### config.mk
export PLATFORM = sky130hd
export DESIGN_NAME = i2c_reg_sequencer
export DESIGN_NICKNAME = d
export VERILOG_FILES = /design/src/rtl/i2c_reg_sequencer.sv
export SDC_FILE = /design/constraint.sdc
export NUM_CORES = 1
export LEC_CHECK = 0
export CORE_ASPECT_RATIO = 0.9
export CORE_MARGIN = 2
export CORE_UTILIZATION = 30
export CTS_CLUSTER_SIZE = 10
export DETAILED_ROUTE_END_ITERATION = 7
export PLACE_DENSITY = 0.58
export SYNTH_ARGS = -nofsm -noshare
export SYNTH_HDL_FRONTEND = slang
export SYNTH_SLANG_ARGS = --single-unit
export TNS_END_PERCENT = 10
### constraint.sdc
create_clock -name clk -period 6.2 [get_ports clk]
set_clock_uncertainty 0.1 [all_clocks]
set_input_delay 1.55 -clock clk [delete_from_list [all_inputs] [get_ports clk]]
set_output_delay 1.55 -clock clk [all_outputs]
set_load 0.05 [all_outputs]
### src/rtl/i2c_reg_sequencer.sv
// Purpose: runs single-byte I2C register reads/writes by driving the master's start/send handshake.
// Latency: a command takes as long as the bus transfer; the response pulses one cycle after the master goes idle.
// Backpressure: one command in flight; cmd_ready only while idle and the master reports ready.
//
// Ports:
//   clk, reset              system clock, synchronous active-high reset
//   cmd_valid/cmd_ready     command handshake; cmd_rw (1=read), cmd_dev, cmd_reg, cmd_wdata
//   rsp_valid               one-cycle completion pulse with rsp_rdata and rsp_err (0 OK, 1 NACK/abort, 2 timeout)
//   m_start/m_send/m_receive/m_datasend   controls to the I2C master
//   m_ready/m_sended/m_received/m_datareceive   status from the I2C master
module i2c_reg_sequencer #(
  parameter int                   TIMEOUT_W = 20,
  parameter logic [TIMEOUT_W-1:0] TIMEOUT   = 20'd1000000
) (
  input  logic       clk,
  input  logic       reset,
  input  logic       cmd_valid,
  output logic       cmd_ready,
  input  logic       cmd_rw,
  input  logic [6:0] cmd_dev,
  input  logic [7:0] cmd_reg,
  input  logic [7:0] cmd_wdata,
  output logic       rsp_valid,
  output logic [7:0] rsp_rdata,
  output logic [1:0] rsp_err,
  output logic       m_start,
  input  logic       m_ready,
  output logic       m_send,
  output logic       m_receive,
  output logic [7:0] m_datasend,
  input  logic       m_sended,
  input  logic [7:0] m_datareceive,
  input  logic       m_received
);

  localparam logic [3:0] ST_RST       = 4'd0;
  localparam logic [3:0] ST_IDLE      = 4'd1;
  localparam logic [3:0] ST_ADDR_W    = 4'd2;
  localparam logic [3:0] ST_REG       = 4'd3;
  localparam logic [3:0] ST_WDATA     = 4'd4;
  localparam logic [3:0] ST_ADDR_R    = 4'd5;
  localparam logic [3:0] ST_RDATA     = 4'd6;
  localparam logic [3:0] ST_WAIT_IDLE = 4'd7;
  localparam logic [3:0] ST_RESP      = 4'd8;

  localparam logic [TIMEOUT_W-1:0] WD_ONE  = {{(TIMEOUT_W-1){1'b0}}, 1'b1};
  localparam logic [TIMEOUT_W-1:0] WD_LAST = TIMEOUT - WD_ONE;

  logic [3:0]           state;
  logic                 lat_rw;
  logic [6:0]           lat_dev;
  logic [7:0]           lat_reg;
  logic [7:0]           lat_wdata;
  logic                 sended_q;
  logic                 received_q;
  logic                 ready_q;
  logic                 busy_seen;
  logic [TIMEOUT_W-1:0] wdog;

  logic accept;
  logic sended_rise;
  logic received_rise;
  logic active;
  logic counting;
  logic abort;
  logic tmo_hit;

  assign cmd_ready     = (state == ST_IDLE) && m_ready;
  assign accept        = cmd_valid && cmd_ready;
  assign rsp_valid     = (state == ST_RESP);
  assign sended_rise   = m_sended && !sended_q;
  assign received_rise = m_received && !received_q;
  assign active        = (state == ST_ADDR_W) || (state == ST_REG) || (state == ST_WDATA) ||
                         (state == ST_ADDR_R) || (state == ST_RDATA);
  assign counting      = active || (state == ST_WAIT_IDLE);
  // Master idle again only counts as an abort once it has actually left idle for this
  // command; a rise that coincides with the master going idle is also an abort.
  assign abort         = active && m_ready && (busy_seen || sended_rise);
  assign tmo_hit       = counting && (wdog == WD_LAST);

  // Single-byte reads only: the master must NACK the one data byte.
  assign m_receive     = 1'b0;

  always_ff @(posedge clk) begin
    if (reset) begin
      state      <= ST_RST;
      lat_rw     <= 1'b0;
      lat_dev    <= 7'd0;
      lat_reg    <= 8'd0;
      lat_wdata  <= 8'd0;
      sended_q   <= 1'b0;
      received_q <= 1'b0;
      ready_q    <= 1'b0;
      busy_seen  <= 1'b0;
      wdog       <= '0;
      rsp_rdata  <= 8'd0;
      rsp_err    <= 2'd0;
      m_start    <= 1'b0;
      m_send     <= 1'b0;
      m_datasend <= 8'd0;
    end else begin
      sended_q   <= m_sended;
      received_q <= m_received;
      ready_q    <= m_ready;
      m_start    <= 1'b0;
      if (counting && (wdog != TIMEOUT)) wdog <= wdog + WD_ONE;
      if (active && !m_ready) busy_seen <= 1'b1;

      if (tmo_hit) begin
        rsp_err   <= 2'd2;
        rsp_rdata <= 8'd0;
        m_send    <= 1'b0;
        state     <= m_ready ? ST_RESP : ST_WAIT_IDLE;
      end else if (abort) begin
        rsp_err   <= 2'd1;
        rsp_rdata <= 8'd0;
        m_send    <= 1'b0;
        state     <= ST_RESP;
      end else begin
        case (state)
          ST_RST: state <= ST_IDLE;
          ST_IDLE: begin
            if (accept) begin
              lat_rw     <= cmd_rw;
              lat_dev    <= cmd_dev;
              lat_reg    <= cmd_reg;
              lat_wdata  <= cmd_wdata;
              wdog       <= '0;
              busy_seen  <= 1'b0;
              rsp_err    <= 2'd0;
              rsp_rdata  <= 8'd0;
              m_datasend <= {cmd_dev, 1'b0};
              m_start    <= 1'b1;
              state      <= ST_ADDR_W;
            end
          end
          ST_ADDR_W: begin
            if (sended_rise) begin
              m_datasend <= lat_reg;
              m_send     <= 1'b1;
              state      <= ST_REG;
            end
          end
          ST_REG: begin
            if (sended_rise) begin
              if (lat_rw) begin
                // Start lands during the master's ACK wait, so it becomes a repeated start.
                m_send     <= 1'b0;
                m_datasend <= {lat_dev, 1'b1};
                m_start    <= 1'b1;
                state      <= ST_ADDR_R;
              end else begin
                m_datasend <= lat_wdata;
                state      <= ST_WDATA;
              end
            end
          end
          ST_WDATA: begin
            if (sended_rise) begin
              m_send  <= 1'b0;
              rsp_err <= 2'd0;
              state   <= ST_WAIT_IDLE;
            end
          end
          ST_ADDR_R: begin
            if (sended_rise) state <= ST_RDATA;
          end
          ST_RDATA: begin
            if (received_rise) begin
              rsp_rdata <= m_datareceive;
              rsp_err   <= 2'd0;
              state     <= ST_WAIT_IDLE;
            end
          end
          ST_WAIT_IDLE: begin
            if (m_ready && !ready_q) state <= ST_RESP;
          end
          ST_RESP: state <= ST_IDLE;
          default: state <= ST_IDLE;
        endcase
      end
    end
  end

endmodule

# After elaboration in Yosys (flattened, before gate mapping)
# Index checks and enable logic that the tools add are counted.
[totals] reg_bits=72 latchBits=0 elab_cells=124 mem_bits_rw=0 out_inout_bits=23 n_memories=0 mem_bits_ro=0 input_bits=38
[classes] eq_ne=26 reduce_logical=34 div=0 shift=0 multipliers=0 n_lt_le_gt_ge=0 n_addsub=1 n_bitwise=2 muxes=45
[op_table] op="two-way mux 20 bit" count=5
[op_table] op="two-way mux 8 bit" count=6
[op_table] op="two-way mux 4 bit" count=10
[op_table] op="case mux 4 bit (7 select lines)" count=1
[op_table] op="inequality test 4 bit (second input constant)" count=6
[op_table] op="case mux 8 bit (3 select lines)" count=1
[op_table] op="adder 20 x 1 -> 20 bit (second input constant)" count=1
[op_table] op="== test 20 bit (second input constant)" count=1
[op_table] op="inequality test 20 bit (second input constant)" count=1
[op_table] op="== test 4 x 3 -> 1 bit (second input constant)" count=4
[op_table] op="case mux 8 bit (2 select lines)" count=1
[op_table] op="two-way mux 1 bit" count=13
[op_table] op="inequality test 2 bit (second input constant)" count=6
[op_table] op="AND reduction 4 bit" count=3
[op_table] op="logical AND 1 bit" count=10
[op_table] op="two-way mux 2 bit" count=5
[op_table] op="inequality test 3 bit (second input constant)" count=3
[op_table] op="== test 4 x 2 -> 1 bit (second input constant)" count=2
[op_table] op="AND reduction 7 bit" count=1
[op_table] op="logical OR 1 bit" count=6
[op_table] op="case mux 2 bit (3 select lines)" count=1
[op_table] op="AND reduction 6 bit" count=1
[op_table] op="nonzero test 3 bit" count=2
[op_table] op="AND reduction 5 bit" count=1
[op_table] op="13 further kinds" count=17

# Longest topological paths before layout
# Gate-level depths: netlist of run 1.
[logic_depth] ltp_word=12 depth_mapped=8 mapped_depth_nobuf=6

# Least setup slack after synthesis of run 1
# No wires, ideal clock.
[synth_timing] path_kind="in2out" startpoint="input port m_ready" endpoint="output port cmd_ready" setup_slack_ns=2.299 t_arrival_ns=2.251 path_buffers=1 path_stages=2 required_ns=4.550 path_cell_list="clkbuf_1 -> and2_1"
[synth_via] elab_chain_cells=1
[synth_rtl] element="start: declaration" line="27" text="input logic m_ready,"
[synth_rtl] element="logical AND 1 bit" line="68" text="assign cmd_ready = (state == ST_IDLE) && m_ready;"
[synth_rtl] element="end: declaration" line="18" text="output logic cmd_ready,"
# No other way between the ends.

# Final worst setup path of run 1
# Ends and elaborated chain as after synthesis.

==> metrics, run 1 <==
status finished, final reports clean; Max-Cap Viols 0; post-synthesis instance area 3334 sq um; Top reg by flops wdog; layout cell share with drive strength beyond 1 7.709%; Final Hold Fails 0; Synth Net Count 443; Area Overhead vs Synth 28.44%; Post-DP HPWL 5551 um; Avg Cell Area, Syn 8.274 sq um; yosys warns 0; grt met1 use 19.86%; Comb power frac 25.7%; post-route cell area 4283 sq um; Area after DPL 3986 sq um; sw frac 32.98%; GRT met2 Usage 20.13%; Core Region 10810 sq um; largest net degree at the start of global routing 41; per-cell routed wire length 13.97 um; # setup viols final 0; Via Count 2909; fin cells 587; Clock Sinks 72; Tmin final 4835 ps; initial antenna violation count 0; DRT Wirelength 8202 um; FF/Latch Area 1441 sq um; post-CTS setup repair buffer count 0; CTS tree done; IO buf count 59; Seq pwr share 38.9%; post_cts resized 0; critical path class input port to output port; CP max FO 9; most common cell after layout, fill and taps aside dfxtp_1; Hold Crit Class flop to flop; EDFF count, synth 0; Slew HR 30.44%; GR Layer Usage met3 4.371%; placed insts 571; antenna fix cells 0; Initial DRC Count 208; Layout fillers 1117; most frequent cells in the layout dfxtp_1, nand2_1, clkdlybuf4s50_1; WP data required 4550 ps; Final Max Tran Viols 0; Post-Syn Instances 403; sequential-to-total area share from yosys stat 43.23%; clock slew at reported path FFs 60 ps; H-tree levels 3; achievable clock frequency 206.8 MHz; PD cells 339.3 nW/um^2; final setup TNS 0 ps; switching power 0.4793 mW; ys flop type dfxtp_1; max reg flops 20; Seq cells post-synth 72; Final Net Count 489; vias in the first global route 2682; cts bufs inserted 9; DR DRC count 0; Tot GR Track Use 14.08%; Worst Tran Pin Value 1039 ps; Crit. End Element output port; GR peak layer met2; first-pass GRT wire length 13280 um; Die X 115.1 um; Leakage 1.468 nW; P_int 0.9737 mW; Die Footprint 11980 sq um; Clock Tree Buf Depth 2; maximum VDD drop 0.1721 mV; gp weighted congestion 0.8293; area of the multi-input gates 1743 sq um; hold_ws 349.8 ps; fin crit share 77.99%; asr flop ratio synth 0%; Critical Path Start Type input port; Starting Density 30.84%; First-pass DRT Iterations 4; clock power share 35.5%; Worst EP arrival 3190 ps; unique cell type count in the Yosys netlist 55; RSZ-0062 raised after global routing no; vias per cell 4.956; Ports 61; Cell Rows 36; Clock Tree Root clkbuf_16; clock latency on the worst-skew pair 330 ps; remaining antenna violation count 0; GRT overflow 0; # hold bufs at CTS 0; DIE HEIGHT 104.0 um
## through the flow
stage	power [mW]	utilization, %	worst slack [ps]
after global placement	0.9450	36.88	1377
after detailed placement	0.9496	36.88	1362
final	1.453	39.62	1365
after floorplan	0.8427	-	2299
after CTS	1.472	39.62	1360
after global routing	1.537	39.62	1327
## power by group through the flow
stage / Sequential [mW] / Clock, mW / Combinational (mW)
final: 0.565 / 0.515 / 0.373
after global routing: 0.574 / 0.554 / 0.409
after CTS: 0.565 / 0.530 / 0.377
after detailed placement: 0.575 / 0 / 0.375
after global placement: 0.573 / 0 / 0.372
after floorplan: 0.573 / 0 / 0.270
## worst max-delay path, stage by stage
cell and delay (ps):
clkdlybuf4s50_1 660, and2_1 180, clkdlybuf4s50_1 800
## cell usage after synthesis (all sizes together), types with 2 or more instances
| cell | count | share of area (%) |
|---|---|---|
| dfxtp | 72 | 43 |
| nand2 | 71 | 8.0 |
| a21oi | 51 | 7.7 |
| nor2 | 42 | 4.7 |
| nand3 | 20 | 3.2 |
| buf | 18 | 3.0 |
| xor2 | 14 | 3.7 |
| nor2b | 13 | 2.4 |
| clkbuf | 9 | 1.0 |
| mux2i | 8 | 2.4 |
| mux2 | 7 | 2.4 |
| inv | 6 | 0.68 |
| nor4 | 6 | 1.1 |
| o21ai | 5 | 0.86 |
| xnor2 | 5 | 1.3 |
| nand4 | 4 | 0.75 |
| nor3 | 4 | 0.60 |
| and2 | 3 | 0.56 |
| and3 | 3 | 0.56 |
| a211oi | 2 | 0.45 |
| a31oi | 2 | 0.38 |
| a41oi | 2 | 0.53 |
| and4 | 2 | 0.53 |
| ha | 2 | 0.75 |
| nand3b | 2 | 0.45 |
| nand4b | 2 | 0.53 |
| nor4b | 2 | 0.71 |
| nor4bb | 2 | 0.60 |
| o211ai | 2 | 0.45 |
| o22a | 2 | 0.53 |
| or2 | 2 | 0.38 |
## cells by family after synthesis
group                    Yosys count  synth area share (%)
AND/OR/NAND/NOR                  181                 25.74
multiplexers                      15                 4.766
buffers and inverters             33                 4.690
adder cells (fa/ha/maj)            2                0.7503
XOR/XNOR                          19                 4.991
flip-flops                        72                 43.23
other                              1                0.1125
AO/OA/AOI/OAI                     80                 15.72
## path summary, 6_finish.rpt
| kind | from | to | slack [ps] | cells after the start |
|---|---|---|---|---|
| min reg2reg | lat_reg[1] | lat_reg[1] | 350 | 2 |
| max reg2reg | state[0] | wdog[11] | 3070 | 4 |
| min | lat_reg[1] | lat_reg[1] | 350 | 2 |
| max | m_ready | cmd_ready | 1360 | 3 |
## routing by layer
layer | up-vias | routed length (um)
li1 | 1476 | -
met1 | 1359 | 4067
met2 | 70 | 3587
met3 | 4 | 487
met4 | 0 | 60
met5 | - | 0
## area by class of cell
class                           count  area share, %
Clock inverter                      6          1.578
Inverter                            6         0.5259
Clock buffer                       10          5.346
Timing Repair Buffer               62          14.31
Tap cell                          133          3.885
Multi-Input combinational cell    298          40.70
Sequential cell                    72          33.65
Power figures use the tool's default switching activity.
==> run 2: changes to the inputs <==
--- a/config.mk
+++ b/config.mk
@@ -10,7 +10,7 @@
 export CORE_UTILIZATION = 30
 export CTS_CLUSTER_SIZE = 10
 export DETAILED_ROUTE_END_ITERATION = 7
-export PLACE_DENSITY = 0.58
+export PLACE_DENSITY = 0.59
 export SYNTH_ARGS = -nofsm -noshare
 export SYNTH_HDL_FRONTEND = slang
 export SYNTH_SLANG_ARGS = --single-unit
==> constraint.sdc (replaced) <==
create_clock -name clk -period 4.3 [get_ports clk]
set_clock_uncertainty 0.1 [all_clocks]
set_input_delay 1.075 -clock clk [delete_from_list [all_inputs] [get_ports clk]]
set_output_delay 1.075 -clock clk [all_outputs]
set_load 0.05 [all_outputs]
==> run 2 against run 1 <==
Effect of this change:
- sequential share of layout area fell by 0.60 points
- register-to-register slack got worse by 1700 ps
- cell area up 1.8%
- combinational power rose by 57%
- total power grew 51%
- setup slack got worse by 700 ps
- first-iteration DRC count down 8.7%
- wire length down 2.9%
- critical path type is now flop to output port
- highest routed layer unchanged
==> metrics, run 2 (synthesized netlist as in run 1, its figures left out) <==
status finished, final reports clean; Critical Path Start Type flop; PD cells 504.4 nW/um^2 (+49%); Final Net Count 495 (+1.2%); post-CTS setup repair buffer count 0 (unchanged); gp weighted congestion 0.8306 (+0.16%); most frequent cells in the layout dfxtp_1, nand2_1, clkdlybuf4s50_1; switching power 0.6693 mW (+40%); Core Region 10810 sq um (unchanged); clock slew at reported path FFs 50 ps (about the same); FF-to-FF path depth 5 (+1); Die X 115.1 um (unchanged); Starting Density 30.84% (unchanged); RSZ-0062 raised after global routing no; vias in the first global route 2640 (-1.6%); hold path depth 2 (unchanged); # hold bufs at CTS 0 (unchanged); Slew HR 26.57% (-3.9 points); DIE HEIGHT 104.0 um (unchanged); Leakage 1.518 nW (+3.4%); Worst EP arrival 2470 ps (-720 ps); remaining antenna violation count 0 (unchanged); initial antenna violation count 0 (unchanged); Reg2Reg Launch Point state[1]; clock power share 38.0% (+2.5 points); Tmin final 3640 ps; placed insts 577 (+1.1%); Ports 61 (unchanged); layout cell share with drive strength beyond 1 8.497% (+0.79 points); fin crit share 84.65%; Comb power frac 26.6% (+0.9 points); critical path class flop to output port; fin cells 592 (+0.85%); Cell Rows 36 (unchanged); first-pass GRT wire length 13060 um (-1.6%); IO buf count 59 (unchanged); GRT overflow 0 (unchanged); Hold Crit Class flop to flop; Clock Tree Buf Depth 2 (unchanged); achievable clock frequency 274.7 MHz; Final WS setup 660.0 ps (-704.9 ps); Hold Path Origin lat_reg[1]; sw frac 30.43% (-2.6 points); pre-CTS setup slack 671.8 ps (-690.4 ps); cts bufs inserted 9 (unchanged); post_cts resized 0 (unchanged); CP max FO 17 (+8); WP data required 3120 ps (-1430 ps); First-pass DRT Iterations 4 (unchanged); Initial DRC Count 190 (-8.7%); clock latency on the worst-skew pair 330 ps (about the same); Clock Sinks 72 (unchanged); CTS tree done; per-cell routed wire length 13.46 um (-3.7%); P_int 1.530 mW (+57%); Tot GR Track Use 13.57% (-0.51 points); Crit. End Element output port; # setup viols final 0 (unchanged); Seq pwr share 35.3% (-3.6 points); Post-DP HPWL 5648 um (+1.7%); maximum VDD drop 0.2203 mV (+28%); Hold EP lat_reg[1]; Area Overhead vs Synth 30.77%; Clock Tree Root clkbuf_16; DR DRC count 0 (unchanged); vias per cell 4.943 (-0.27%); Worst Tran Pin Value 1091 ps (+52.53 ps); Final Max Tran Viols 0 (unchanged); Final Hold Fails 0 (unchanged); final setup TNS 0 ps (unchanged); Via Count 2926 (+0.58%); reg2reg end state[2]; H-tree levels 3 (unchanged); most common cell after layout, fill and taps aside dfxtp_1; antenna fix cells 0 (unchanged); Die Footprint 11980 sq um (unchanged); Top reg by flops wdog; largest net degree at the start of global routing 41 (unchanged); R2R Setup Slk 1390 ps (-1680 ps); max reg flops 20 (unchanged); Max-Cap Viols 0 (unchanged); DRT Wirelength 7966 um (-2.9%)
[run 2: cell type report]
| class | count | area [sq um] |
|---|---|---|
| Clock buffer | 10 | 229.0 |
| Sequential cell | 72 | 1441 |
| Tap cell | 133 | 166.4 |
| Fill cell | 1115 | 6450 |
| Multi-Input combinational cell | 298 | 1737 |
| Clock inverter | 5 | 106.4 |
| Timing Repair Buffer | 68 | 658.1 |
| Inverter | 6 | 22.52 |
[run 2: stage by stage]
| step | power (mW) | hold WS (ps) | util [%] | area [sq um] |
|---|---|---|---|---|
| floorplan | 1.215 | 331.8 | - | 3334 |
| detailed placement | 1.381 | 344.8 | 37.23 | 4025 |
| finish | 2.199 | 349.3 | 40.34 | 4360 |
| CTS | 2.227 | 352.1 | 40.34 | 4360 |
| global route | 2.309 | 369.1 | 40.34 | 4360 |
| global placement | 1.371 | 338.4 | 37.23 | 4025 |
[run 2: layer usage]
| metal | GRT usage [%] | wire, um | vias up |
|---|---|---|---|
| li1 | - | - | 1490 |
| met1 | 19.21 | 3933 | 1341 |
| met2 | 19.75 | 3436 | 86 |
| met3 | 3.846 | 492 | 9 |
| met4 | 4.475 | 104 | 0 |
| met5 | 0 | 0 | - |
[run 2: how the worst max path moves through the flow]
stage                      to  startpoint  slack, ps
floorplan           rsp_valid    state[0]        920
global placement    cmd_ready     m_ready        660
detailed placement  cmd_ready     m_ready        670
CTS                 cmd_ready    state[1]        600
global route        cmd_ready    state[1]        500
finish              cmd_ready    state[1]        660
[run 2: power groups by stage]
| stage | clock network [mW] | registers, mW | logic [mW] |
|---|---|---|---|
| CTS | 0.859 | 0.777 | 0.591 |
| global placement | 0 | 0.789 | 0.582 |
| finish | 0.836 | 0.777 | 0.586 |
| detailed placement | 0 | 0.791 | 0.590 |
| floorplan | 0 | 0.826 | 0.390 |
| global route | 0.879 | 0.787 | 0.644 |
[run 2: worst max-delay path, cell delays in order, from the launching register on]
cell and delay, ps:
dfxtp_1 490, nor4b_2 650, and2_1 210, clkdlybuf4s50_1 790
